### config.mk
export PLATFORM = sky130hd
export DESIGN_NAME = vid_stream_rx
export DESIGN_NICKNAME = d
export VERILOG_FILES = /design/src/rtl/vid_stream_rx.sv
export SDC_FILE = /design/constraint.sdc
export NUM_CORES = 1
export LEC_CHECK = 0
export ABC_CLOCK_PERIOD_IN_PS = 5700
export CELL_PAD_IN_SITES_DETAIL_PLACEMENT = 0
export CELL_PAD_IN_SITES_GLOBAL_PLACEMENT = 1
export CORE_UTILIZATION = 55
export CTS_BUF_LIST = sky130_fd_sc_hd__clkbuf_2 sky130_fd_sc_hd__clkbuf_4 sky130_fd_sc_hd__clkbuf_8
export CTS_CLUSTER_DIAMETER = 200
export DETAILED_ROUTE_END_ITERATION = 8
export HOLD_SLACK_MARGIN = 0.08
export PLACE_DENSITY = 0.93
export SLEW_MARGIN = 20
export SYNTH_ARGS = -nofsm -noshare
export SYNTH_HDL_FRONTEND = slang
export SYNTH_SLANG_ARGS = --single-unit
### constraint.sdc
create_clock -name clk_50 -period 5.7 [get_ports clk_50]
set_clock_uncertainty 0.15 [all_clocks]
set_input_delay 1.14 -clock clk_50 [delete_from_list [all_inputs] [get_ports clk_50]]
set_output_delay 1.14 -clock clk_50 [all_outputs]
set_load 0.005 [all_outputs]
### src/rtl/vid_stream_rx.sv
// ---------------------------------------------------------------------------
// vid_stream_rx
//   Clocked-video receiver. Registers the parallel RGB video pins once,
//   aligns to v_sync, and packs each frame into an Avalon-ST video packet:
//   a type-0 header beat carrying SOP, then ACTIVE_W*ACTIVE_H pixels with
//   EOP on the last one. Packets leave through a show-ahead FIFO towards a
//   ready/valid sink. Frames that end early are closed with a zero
//   terminator beat carrying EOP, so the sink always sees a closed packet.
//
// Parameters
//   ACTIVE_W, ACTIVE_H : active pixels per line / active lines per frame
//   FIFO_DEPTH         : output FIFO entries (power of 2, >= 4)
//
// Ports
//   clk_50, reset_n         : clock, synchronous active-low reset
//   vid_data/datavalid/     : video input; h_sync is not used for alignment
//   vid_h_sync/vid_v_sync
//   dout_*                  : Avalon-ST source (data, valid, ready, SOP, EOP)
//   clr_status              : pulse, clears overflow and frame_err
//   overflow, frame_err     : sticky error flags
//   locked                  : two consecutive clean frames seen
//   frame_cnt               : clean-frame counter
//
// Build option
//   VID_RX_FRAME_CNT_EN : when defined, frame_cnt counts clean frames
//                         (wrapping); otherwise it is tied to zero.
// ---------------------------------------------------------------------------
module vid_stream_rx #(
    parameter int ACTIVE_W   = 800,
    parameter int ACTIVE_H   = 480,
    parameter int FIFO_DEPTH = 16
) (
    input  logic        clk_50,
    input  logic        reset_n,
    input  logic [23:0] vid_data,
    input  logic        vid_datavalid,
    input  logic        vid_h_sync,
    input  logic        vid_v_sync,
    output logic [23:0] dout_data,
    output logic        dout_valid,
    input  logic        dout_ready,
    output logic        dout_startofpacket,
    output logic        dout_endofpacket,
    input  logic        clr_status,
    output logic        overflow,
    output logic        frame_err,
    output logic        locked,
    output logic [15:0] frame_cnt
);

    localparam int FRAME_PIX = ACTIVE_W * ACTIVE_H;
    localparam int PIX_W     = $clog2(FRAME_PIX + 1);
    localparam int LPIX_W    = $clog2(ACTIVE_W + 1);
    localparam int LINE_W    = $clog2(ACTIVE_H + 1);
    localparam int AW        = $clog2(FIFO_DEPTH);

    localparam logic [PIX_W-1:0]  LAST_PIX = PIX_W'(FRAME_PIX - 1);
    localparam logic [LPIX_W-1:0] LPIX_MAX = LPIX_W'(ACTIVE_W);
    localparam logic [LINE_W-1:0] LINE_MAX = LINE_W'(ACTIVE_H);

    typedef enum logic [1:0] {WAIT_VS, HDR, ACTIVE, DROP} state_e;

    typedef struct packed {
        logic        sop;
        logic        eop;
        logic [23:0] data;
    } beat_t;

    // Input stage S1 and its one-cycle-old copy for edge detection.
    logic [23:0] vdata_q;
    logic        dv_q, hs_q, vs_q, dv_prev_q, vs_prev_q;

    state_e             state_q, state_d;
    logic [PIX_W-1:0]   pix_cnt_q, pix_cnt_d;
    logic [LPIX_W-1:0]  line_pix_q, line_pix_d;
    logic [LINE_W-1:0]  line_cnt_q, line_cnt_d;
    logic               closed_q, closed_d;       // EOP written or terminator queued
    logic               term_pend_q, term_pend_d;
    logic               vsf_pend_q, vsf_pend_d;   // v_sync fell while terminator waits
    logic               frame_bad_q, frame_bad_d;
    logic               overflow_q, overflow_d;
    logic               frame_err_q, frame_err_d;
    logic [1:0]         clean_cnt_q, clean_cnt_d;

    logic               wr_en, rd_en, empty, full, no_room;
    beat_t              wr_beat, head;
    logic               err_ev, ovf_ev, eop_full, clean_ev;
    logic [AW:0]        wr_ptr_q, rd_ptr_q;
    beat_t              mem_q [FIFO_DEPTH];

    logic unused_hsync;
    assign unused_hsync = hs_q;

    wire vs_rise  =  vs_q & ~vs_prev_q;
    wire vs_fall  = ~vs_q &  vs_prev_q;
    wire pix_in   =  dv_q & ~vs_q;
    wire line_end =  dv_prev_q & ~dv_q & ~vs_q;

    // FIFO status. A read in the same cycle frees a slot, so a write at full
    // still succeeds when the sink is draining.
    assign empty   = (wr_ptr_q == rd_ptr_q);
    assign full    = (wr_ptr_q[AW] != rd_ptr_q[AW]) &&
                     (wr_ptr_q[AW-1:0] == rd_ptr_q[AW-1:0]);
    assign rd_en   = !empty && dout_ready;
    assign no_room = full && !rd_en;

    always_comb begin
        // NOTE: every signal driven here gets a default first, so no branch
        // leaves one unassigned and no latch is inferred.
        state_d     = state_q;
        pix_cnt_d   = pix_cnt_q;
        line_pix_d  = line_pix_q;
        line_cnt_d  = line_cnt_q;
        closed_d    = closed_q;
        term_pend_d = term_pend_q;
        vsf_pend_d  = vsf_pend_q;
        frame_bad_d = frame_bad_q;
        wr_en       = 1'b0;
        wr_beat     = '0;
        err_ev      = 1'b0;
        ovf_ev      = 1'b0;
        eop_full    = 1'b0;

        case (state_q)
            WAIT_VS: if (vs_fall) state_d = HDR;

            HDR: begin
                // The write port belongs to the header here; any pixel is lost.
                if (pix_in) err_ev = 1'b1;
                if (!no_room) begin
                    wr_en       = 1'b1;
                    wr_beat.sop = 1'b1;
                    pix_cnt_d   = '0;
                    line_pix_d  = '0;
                    line_cnt_d  = '0;
                    closed_d    = 1'b0;
                    vsf_pend_d  = 1'b0;
                    frame_bad_d = 1'b0;
                    state_d     = ACTIVE;
                end
            end

            ACTIVE, DROP: begin
                if (state_q == ACTIVE) begin
                    if (pix_in) begin
                        // Counter stops at ACTIVE_W; one more pixel is a long line.
                        if (line_pix_q == LPIX_MAX) err_ev = 1'b1;
                        else                        line_pix_d = line_pix_q + 1'b1;
                        if (closed_q) begin
                            err_ev = 1'b1;
                        end else if (no_room) begin
                            ovf_ev  = 1'b1;
                            state_d = DROP;
                        end else begin
                            wr_en        = 1'b1;
                            wr_beat.data = vdata_q;
                            wr_beat.eop  = (pix_cnt_q == LAST_PIX);
                            pix_cnt_d    = pix_cnt_q + 1'b1;
                            if (pix_cnt_q == LAST_PIX) begin
                                closed_d = 1'b1;
                                eop_full = 1'b1;
                            end
                        end
                    end
                    if (line_end) begin
                        if (line_pix_q != LPIX_MAX) err_ev = 1'b1;
                        if (line_cnt_q == LINE_MAX) err_ev = 1'b1;
                        else                        line_cnt_d = line_cnt_q + 1'b1;
                        line_pix_d = '0;
                    end
                end
                // Frame ended before its EOP: close the packet with a terminator.
                if (vs_rise && !closed_q) begin
                    if (state_q == ACTIVE) err_ev = 1'b1;
                    term_pend_d = 1'b1;
                    closed_d    = 1'b1;
                end
                if (vs_fall) vsf_pend_d = 1'b1;
                if (term_pend_q && !no_room && !wr_en) begin
                    wr_en       = 1'b1;
                    wr_beat.eop = 1'b1;
                    term_pend_d = 1'b0;
                end
                // Next header only once any terminator has gone into the FIFO.
                if ((vs_fall || vsf_pend_q) && !term_pend_q) state_d = HDR;
            end

            default: state_d = WAIT_VS;
        endcase

        if (err_ev || ovf_ev) frame_bad_d = 1'b1;
        clean_ev = eop_full && !frame_bad_q && !err_ev;

        // Same-cycle event beats clr_status.
        overflow_d  = ovf_ev | (overflow_q  & ~clr_status);
        frame_err_d = err_ev | (frame_err_q & ~clr_status);

        clean_cnt_d = clean_cnt_q;
        if (err_ev || ovf_ev)                     clean_cnt_d = 2'd0;
        else if (clean_ev && clean_cnt_q != 2'd2) clean_cnt_d = clean_cnt_q + 2'd1;
    end

    // NOTE: sequential state uses non-blocking assignments so every register
    // samples the pre-edge values, independent of statement order.
    always_ff @(posedge clk_50) begin
        if (!reset_n) begin
            vdata_q     <= '0;
            dv_q        <= 1'b0;
            hs_q        <= 1'b0;
            vs_q        <= 1'b0;
            dv_prev_q   <= 1'b0;
            vs_prev_q   <= 1'b0;
            state_q     <= WAIT_VS;
            pix_cnt_q   <= '0;
            line_pix_q  <= '0;
            line_cnt_q  <= '0;
            closed_q    <= 1'b0;
            term_pend_q <= 1'b0;
            vsf_pend_q  <= 1'b0;
            frame_bad_q <= 1'b0;
            overflow_q  <= 1'b0;
            frame_err_q <= 1'b0;
            clean_cnt_q <= 2'd0;
            wr_ptr_q    <= '0;
            rd_ptr_q    <= '0;
        end else begin
            vdata_q     <= vid_data;
            dv_q        <= vid_datavalid;
            hs_q        <= vid_h_sync;
            vs_q        <= vid_v_sync;
            dv_prev_q   <= dv_q;
            vs_prev_q   <= vs_q;
            state_q     <= state_d;
            pix_cnt_q   <= pix_cnt_d;
            line_pix_q  <= line_pix_d;
            line_cnt_q  <= line_cnt_d;
            closed_q    <= closed_d;
            term_pend_q <= term_pend_d;
            vsf_pend_q  <= vsf_pend_d;
            frame_bad_q <= frame_bad_d;
            overflow_q  <= overflow_d;
            frame_err_q <= frame_err_d;
            clean_cnt_q <= clean_cnt_d;
            if (wr_en) wr_ptr_q <= wr_ptr_q + 1'b1;
            if (rd_en) rd_ptr_q <= rd_ptr_q + 1'b1;
        end
    end

    // NOTE: FIFO storage has no reset; the pointers define which entries are
    // valid, and leaving the array unreset lets it map onto plain RAM.
    always_ff @(posedge clk_50) begin
        if (wr_en) mem_q[wr_ptr_q[AW-1:0]] <= wr_beat;
    end

    // Show-ahead output; gated so the bus reads zero whenever it is empty.
    assign head               = mem_q[rd_ptr_q[AW-1:0]];
    assign dout_valid         = !empty;
    assign dout_data          = empty ? 24'h0 : head.data;
    assign dout_startofpacket = !empty && head.sop;
    assign dout_endofpacket   = !empty && head.eop;
    assign overflow           = overflow_q;
    assign frame_err          = frame_err_q;
    assign locked             = (clean_cnt_q == 2'd2);

`ifdef VID_RX_FRAME_CNT_EN
    logic [15:0] frame_cnt_q;
    always_ff @(posedge clk_50) begin
        if (!reset_n)      frame_cnt_q <= 16'h0000;
        else if (clean_ev) frame_cnt_q <= frame_cnt_q + 16'd1;
    end
    assign frame_cnt = frame_cnt_q;
`else
    assign frame_cnt = 16'h0000;
`endif

endmodule

==> flow_summary.toml, run 1 <==
[setup_path]
cp_max_fo = 22
reg2reg_depth = 9
critPathArrivalTime_ps = 3500
worstSetupPathType = "reg -> out"
crit_path_start_kind = "flop"
required_ps = 4410
reg2reg_from = "state_q[0]"
cp-end-kind = "output port"
reg2reg_to = "mem_q[3][17]"
reg2reg_slack_ps = 2000

[run_status]
status = "complete, no violations"

[floorplanning]
std_cell_rows = 70
die_width_um = 196
boundaryPins = 77
die_area_mm2 = 0.0382
core_area_mm2 = 0.0367
start_util_pct = 56.2
die_h_um = 196

[final_layout]
antenna_cells = 0
syn_to_final_growth_pct = 12.9
drive_gt1_share_pct = 24.4
final_nets = 1295
fillers = 2478

[min_path]
hold_class = "reg -> reg"
min_to = "clean_cnt_q[1]"
whs_path_depth = 2
hp-start = "clean_cnt_q[1]"

[drt]
ant_nets = 0
drc = 0
vias = 10876
initialDrtViolationCount = 1002
routed_wl_um = 43400
via_per_inst = 6.12
drt_pass1_iterations = 5
wire_per_inst_um = 24.4

[clocking]
post_cts_resized = 0
clk_latency_ps = 630
post_cts_buffers = 0
clockRootBuffer = "clkbuf_8"
cts_num_sinks = 506
h-tree-depth = 3
path_clk_slew_ps = 60
cts_buffers = 78
cts_tree = "yes"
cts_hold_buf = 0
cts_buffer_depth = 3

[synthesis]
synthCells = 1145
yosysSeqAreaShare_pct = 69.4
yosysWarnings = 0
synth.ff_latch_count = 506
yosysMostFrequentCell = "edfxtp_1"
netlist_area_mm2 = 0.0206
synthArstFlopShare_pct = 0
yosys.area.top_type_share_pct = 60.6
ys.flop_type = "edfxtp_1"
synth_enable_flop_cells = 416
synthTopCellsByArea = "edfxtp_1 (61%), mux4_2 (14%), dfxtp_1 (8.7%), and3_1 (1.3%), and2_1 (1.1%)"
synth_commonest_cells = "edfxtp_1 (416), mux4_2 (130), dfxtp_1 (90), and3_1 (44), and2_1 (37)"
yosys.area.top_type = "edfxtp_1"
avgSynthCellArea_um2 = 18.0
yosysUniqueCellTypes = 70

[sta]
max_slew_margin_pct = 21.4
setup_violations = 0
post-route-period-util_pct = 84.0
finalCriticalPeriod_ps = 4790
hold_viol = 0
final.setup.tns_ps = 0
rsz0062_at_grt = "no"
setup_ws_ps = 912
drv_slew = 0
fmax_mhz = 209
tightest_slew_ps = 1180

[grt]
grt_max_degree = 48
grt_pass1_vias = 11392
antenna_found_initial = 1
track_usage_pct = 23.6
grt_pass1_wl_um = 65900
grt_overflow = 0

[placed_design]
gp_congestion = 0.785
io_buffers = 59
post-dp-hpwl_um = 24300
dp_slack_ps = 1470

[power]
power.density_mw_per_mm2 = 347
ir_drop_mv = 0.210
p_leak_nw = 6.79

[job]
maxCapViolations = 0
-- how the worst max path moves through the flow --
stage,start,end,slack [ps],depth (start not counted)
4_1_cts,flop,dout_data[2],790,5
5_1_grt,flop,dout_data[2],720,5
3_3_place_gp,flop,dout_data[2],1550,5
3_5_place_dp,flop,dout_data[2],1470,5
6_report,flop,dout_data[2],910,5
2_1_floorplan,dout_ready,mem_q[3][0],1190,5
-- layout make-up --
type                       count  area [um^2]  area share (%)
sequential                   506        14300            61.5
multi-input combinational    555         5870            25.2
clock buffer                 115         1400            6.00
timing repair buffer          86          826            3.55
tap                          468          586            2.52
clock inverter                29          214           0.920
inverter                      19         71.3           0.307
-- cells by family (layout without fill, tap and decap cells) --
| family | Yosys count | after routing | share of synthesized area (%) |
|---|---|---|---|
| simple gates | 255 | 255 | 7.27 |
| flops | 506 | 506 | 69.4 |
| compound gates | 101 | 101 | 3.81 |
| fa+ha+maj | 18 | 18 | 1.09 |
| mux | 136 | 136 | 14.5 |
| buf+inv | 99 | 249 | 2.63 |
| other cells | 1 | 16 | 0.0182 |
| xor+xnor | 29 | 29 | 1.32 |
-- critical path, stage by stage, from the launching register on --
cell and delay (ps):
dfxtp_4 650, buf_4 480, mux4_2 590, mux4_2 470, nor2b_1 170, clkdlybuf4s50_1 500
-- stage by stage --
stage	util [%]	total power, mW	hold slack, ps	area, um^2	std cells
3_5_place_dp	59.0	5.12	312	21600	1634
4_1_cts	63.4	8.15	323	23300	1778
2_1_floorplan	-	4.85	289	20700	1160
6_report	63.4	8.08	320	23300	1778
5_1_grt	63.4	8.38	339	23300	1778
3_3_place_gp	59.0	5.09	300	21600	1634
-- cells in the final DEF, fill, tap and decap left out, drive strengths merged, types with 12 or more instances in the layout --
cell,n
nand3,12
a21oi,29
and3,44
mux4,130
clkinv,21
a2111oi,12
nand2,24
conb,16
clkbuf,115
inv,23
o21ai,14
buf,28
dfxtp,90
ha,18
nor2b,35
edfxtp,416
nand4,15
nor2,36
clkdlybuf4s50,58
and2,37
xnor2,26
-- layer usage --
metal / global-route usage, % / part of all wire [%] / vias up / wire length [um]
met3: 5.13 / 7.7 / 88 / 3360
met4: 8.84 / 2.8 / 0 / 1210
li1: - / - / 4761 / -
met1: 29.1 / 37 / 5550 / 16100
met2: 40.9 / 52 / 477 / 22700
met5: 0 / 0 / - / 0
-- state kept, by name, indices dropped and copies added, names as in the netlist, 2 cells and up, named ones only --
signal / flops
mem_q: 416
rd_ptr_q: 5
line_cnt_q: 9
pix_cnt_q: 19
state_q: 2
wr_ptr_q: 5
clean_cnt_q: 2
line_pix_q: 10
vdata_q: 24
-- power by group --
group	leakage, nW	switching [mW]	internal [mW]
logic	1.99	0.513	0.438
clock network	0.854	1.36	1.68
registers	3.95	0.0629	4.03
Power figures use the tool's default switching activity.
==> run 2: changes to the inputs <==
--- a/config.mk
+++ b/config.mk
@@ -5,7 +5,7 @@
 export SDC_FILE = /design/constraint.sdc
 export NUM_CORES = 1
 export LEC_CHECK = 0
-export ABC_CLOCK_PERIOD_IN_PS = 5700
+export ABC_CLOCK_PERIOD_IN_PS = 4550
 export CELL_PAD_IN_SITES_DETAIL_PLACEMENT = 0
 export CELL_PAD_IN_SITES_GLOBAL_PLACEMENT = 1
 export CORE_UTILIZATION = 55
==> constraint.sdc (replaced) <==
create_clock -name clk_50 -period 4.55 [get_ports clk_50]
set_clock_uncertainty 0.15 [all_clocks]
set_input_delay 0.91 -clock clk_50 [delete_from_list [all_inputs] [get_ports clk_50]]
set_output_delay 0.91 -clock clk_50 [all_outputs]
set_load 0.005 [all_outputs]
==> run 2 against run 1 <==
Sequential power rose by 25%. Register-to-register slack got worse by 820 ps. Combinational power rose by 27%. Routed wire length rose by 0.22%. Core utilization rose by 0.81 points. Worst setup slack got worse by 730 ps.
==> flow_summary.toml, run 2 (synthesis results as in run 1) <==
[setup_path]
cp_max_fo = 32
worstSetupPathType = "reg -> out"
critPathArrivalTime_ps = 3300
crit_path_start_kind = "flop"
cp-end-kind = "output port"
required_ps = 3490

[sta]
hold_viol = 0
rsz0062_at_grt = "no"
finalCriticalPeriod_ps = 4360
drv_slew = 0
max_slew_margin_pct = 29.6
final.setup.tns_ps = 0
fmax_mhz = 229
tightest_slew_ps = 1060
setup_violations = 0
post-route-period-util_pct = 95.9
hold_ws_ps = 317

[clocking]
post_cts_resized = 0
cts_hold_buf = 0
post_cts_buffers = 0
cts_buffers = 80
h-tree-depth = 3
path_clk_slew_ps = 60
cts_buffer_depth = 3
clockRootBuffer = "clkbuf_8"
cts_tree = "yes"
cts_num_sinks = 506
clk_latency_ps = 630

[drt]
routed_wl_um = 43500
drc = 0
initialDrtViolationCount = 956
wire_per_inst_um = 24.2
ant_nets = 0
vias = 10856
drt_pass1_iterations = 5
via_per_inst = 6.05

[final_layout]
syn_to_final_growth_pct = 14.3
drive_gt1_share_pct = 25.4
final_cell_mix = "edfxtp_1 (416), mux4_2 (130), clkbuf_8 (91), dfxtp_1 (87), clkdlybuf4s50_1 (58)"
antenna_cells = 0
final_common_cell = "edfxtp_1"
largest_reg_flops = 416
final_area_mm2 = 0.0236
final_nets = 1308

[min_path]
hold_class = "reg -> reg"

[power]
p_leak_nw = 6.93
power.density_mw_per_mm2 = 439
ir_drop_mv = 0.207
finalPower_mw = 10.4

[grt]
antenna_found_initial = 0
grt_max_degree = 51
grt_pass1_wl_um = 66100
grt_pass1_vias = 11290
track_usage_pct = 23.5
grt_overflow = 0

[run_status]
status = "complete, no violations"

[placed_design]
io_buffers = 59
post-dp-hpwl_um = 24700
gp_congestion = 0.786
placed_area_mm2 = 0.0218

[floorplanning]
std_cell_rows = 70
die_area_mm2 = 0.0382
core_area_mm2 = 0.0367
die_width_um = 196
start_util_pct = 56.2
boundaryPins = 77
die_h_um = 196

[job]
maxCapViolations = 0
==> run 2: final timing paths <==
path / from / endpoint / slack [ps] / cells past startpoint
max: flop / dout_data[15] / 190 / 5
min: clean_cnt_q[1] / clean_cnt_q[1] / 320 / 2
max reg2reg: state_q[0] / mem_q[14][25] / 1180 / 7
min reg2reg: clean_cnt_q[1] / clean_cnt_q[1] / 320 / 2
==> run 2: worst max-delay path, cell delays in order, from the launching register on <==
cell             delay [ps]
dfxtp_4                 590
buf_12                  310
mux4_2                  600
mux4_2                  540
nor2b_1                 150
clkdlybuf4s50_1         460
==> run 2: final cells by class <==
class                   count  area [um^2]
flip-flops and latches    506        14300
fillers                  2373        13100
multi-input cells         555         5870
clock buffers             120         1470
repair buffers             97         1020
well taps                 468          586
clock inverters            29          245
inverters                  19         71.3
==> run 2: stage by stage <==
step / utilization, % / std cells / setup slack [ps]
floorplan: - / 1160 / 267
detailed placement: 59.5 / 1645 / 673
CTS: 64.2 / 1794 / 107
global placement: 59.5 / 1645 / 738
finish: 64.2 / 1794 / 185
global route: 64.2 / 1794 / 4.57
==> run 2: routing by layer <==
metal	vias up	GRT usage, %	share of wire (%)
met2	472	40.8	52
met3	104	4.09	7.2
met4	0	9.24	2.9
met1	5485	29.5	38
li1	4795	-	-
met5	-	0	0
==> run 2: power breakdown <==
| group | internal (mW) | total (mW) | switching, mW |
|---|---|---|---|
| Sequential | 5.04 | 5.11 | 0.0712 |
| Clock | 2.27 | 4.03 | 1.76 |
| Combinational | 0.563 | 1.21 | 0.645 |
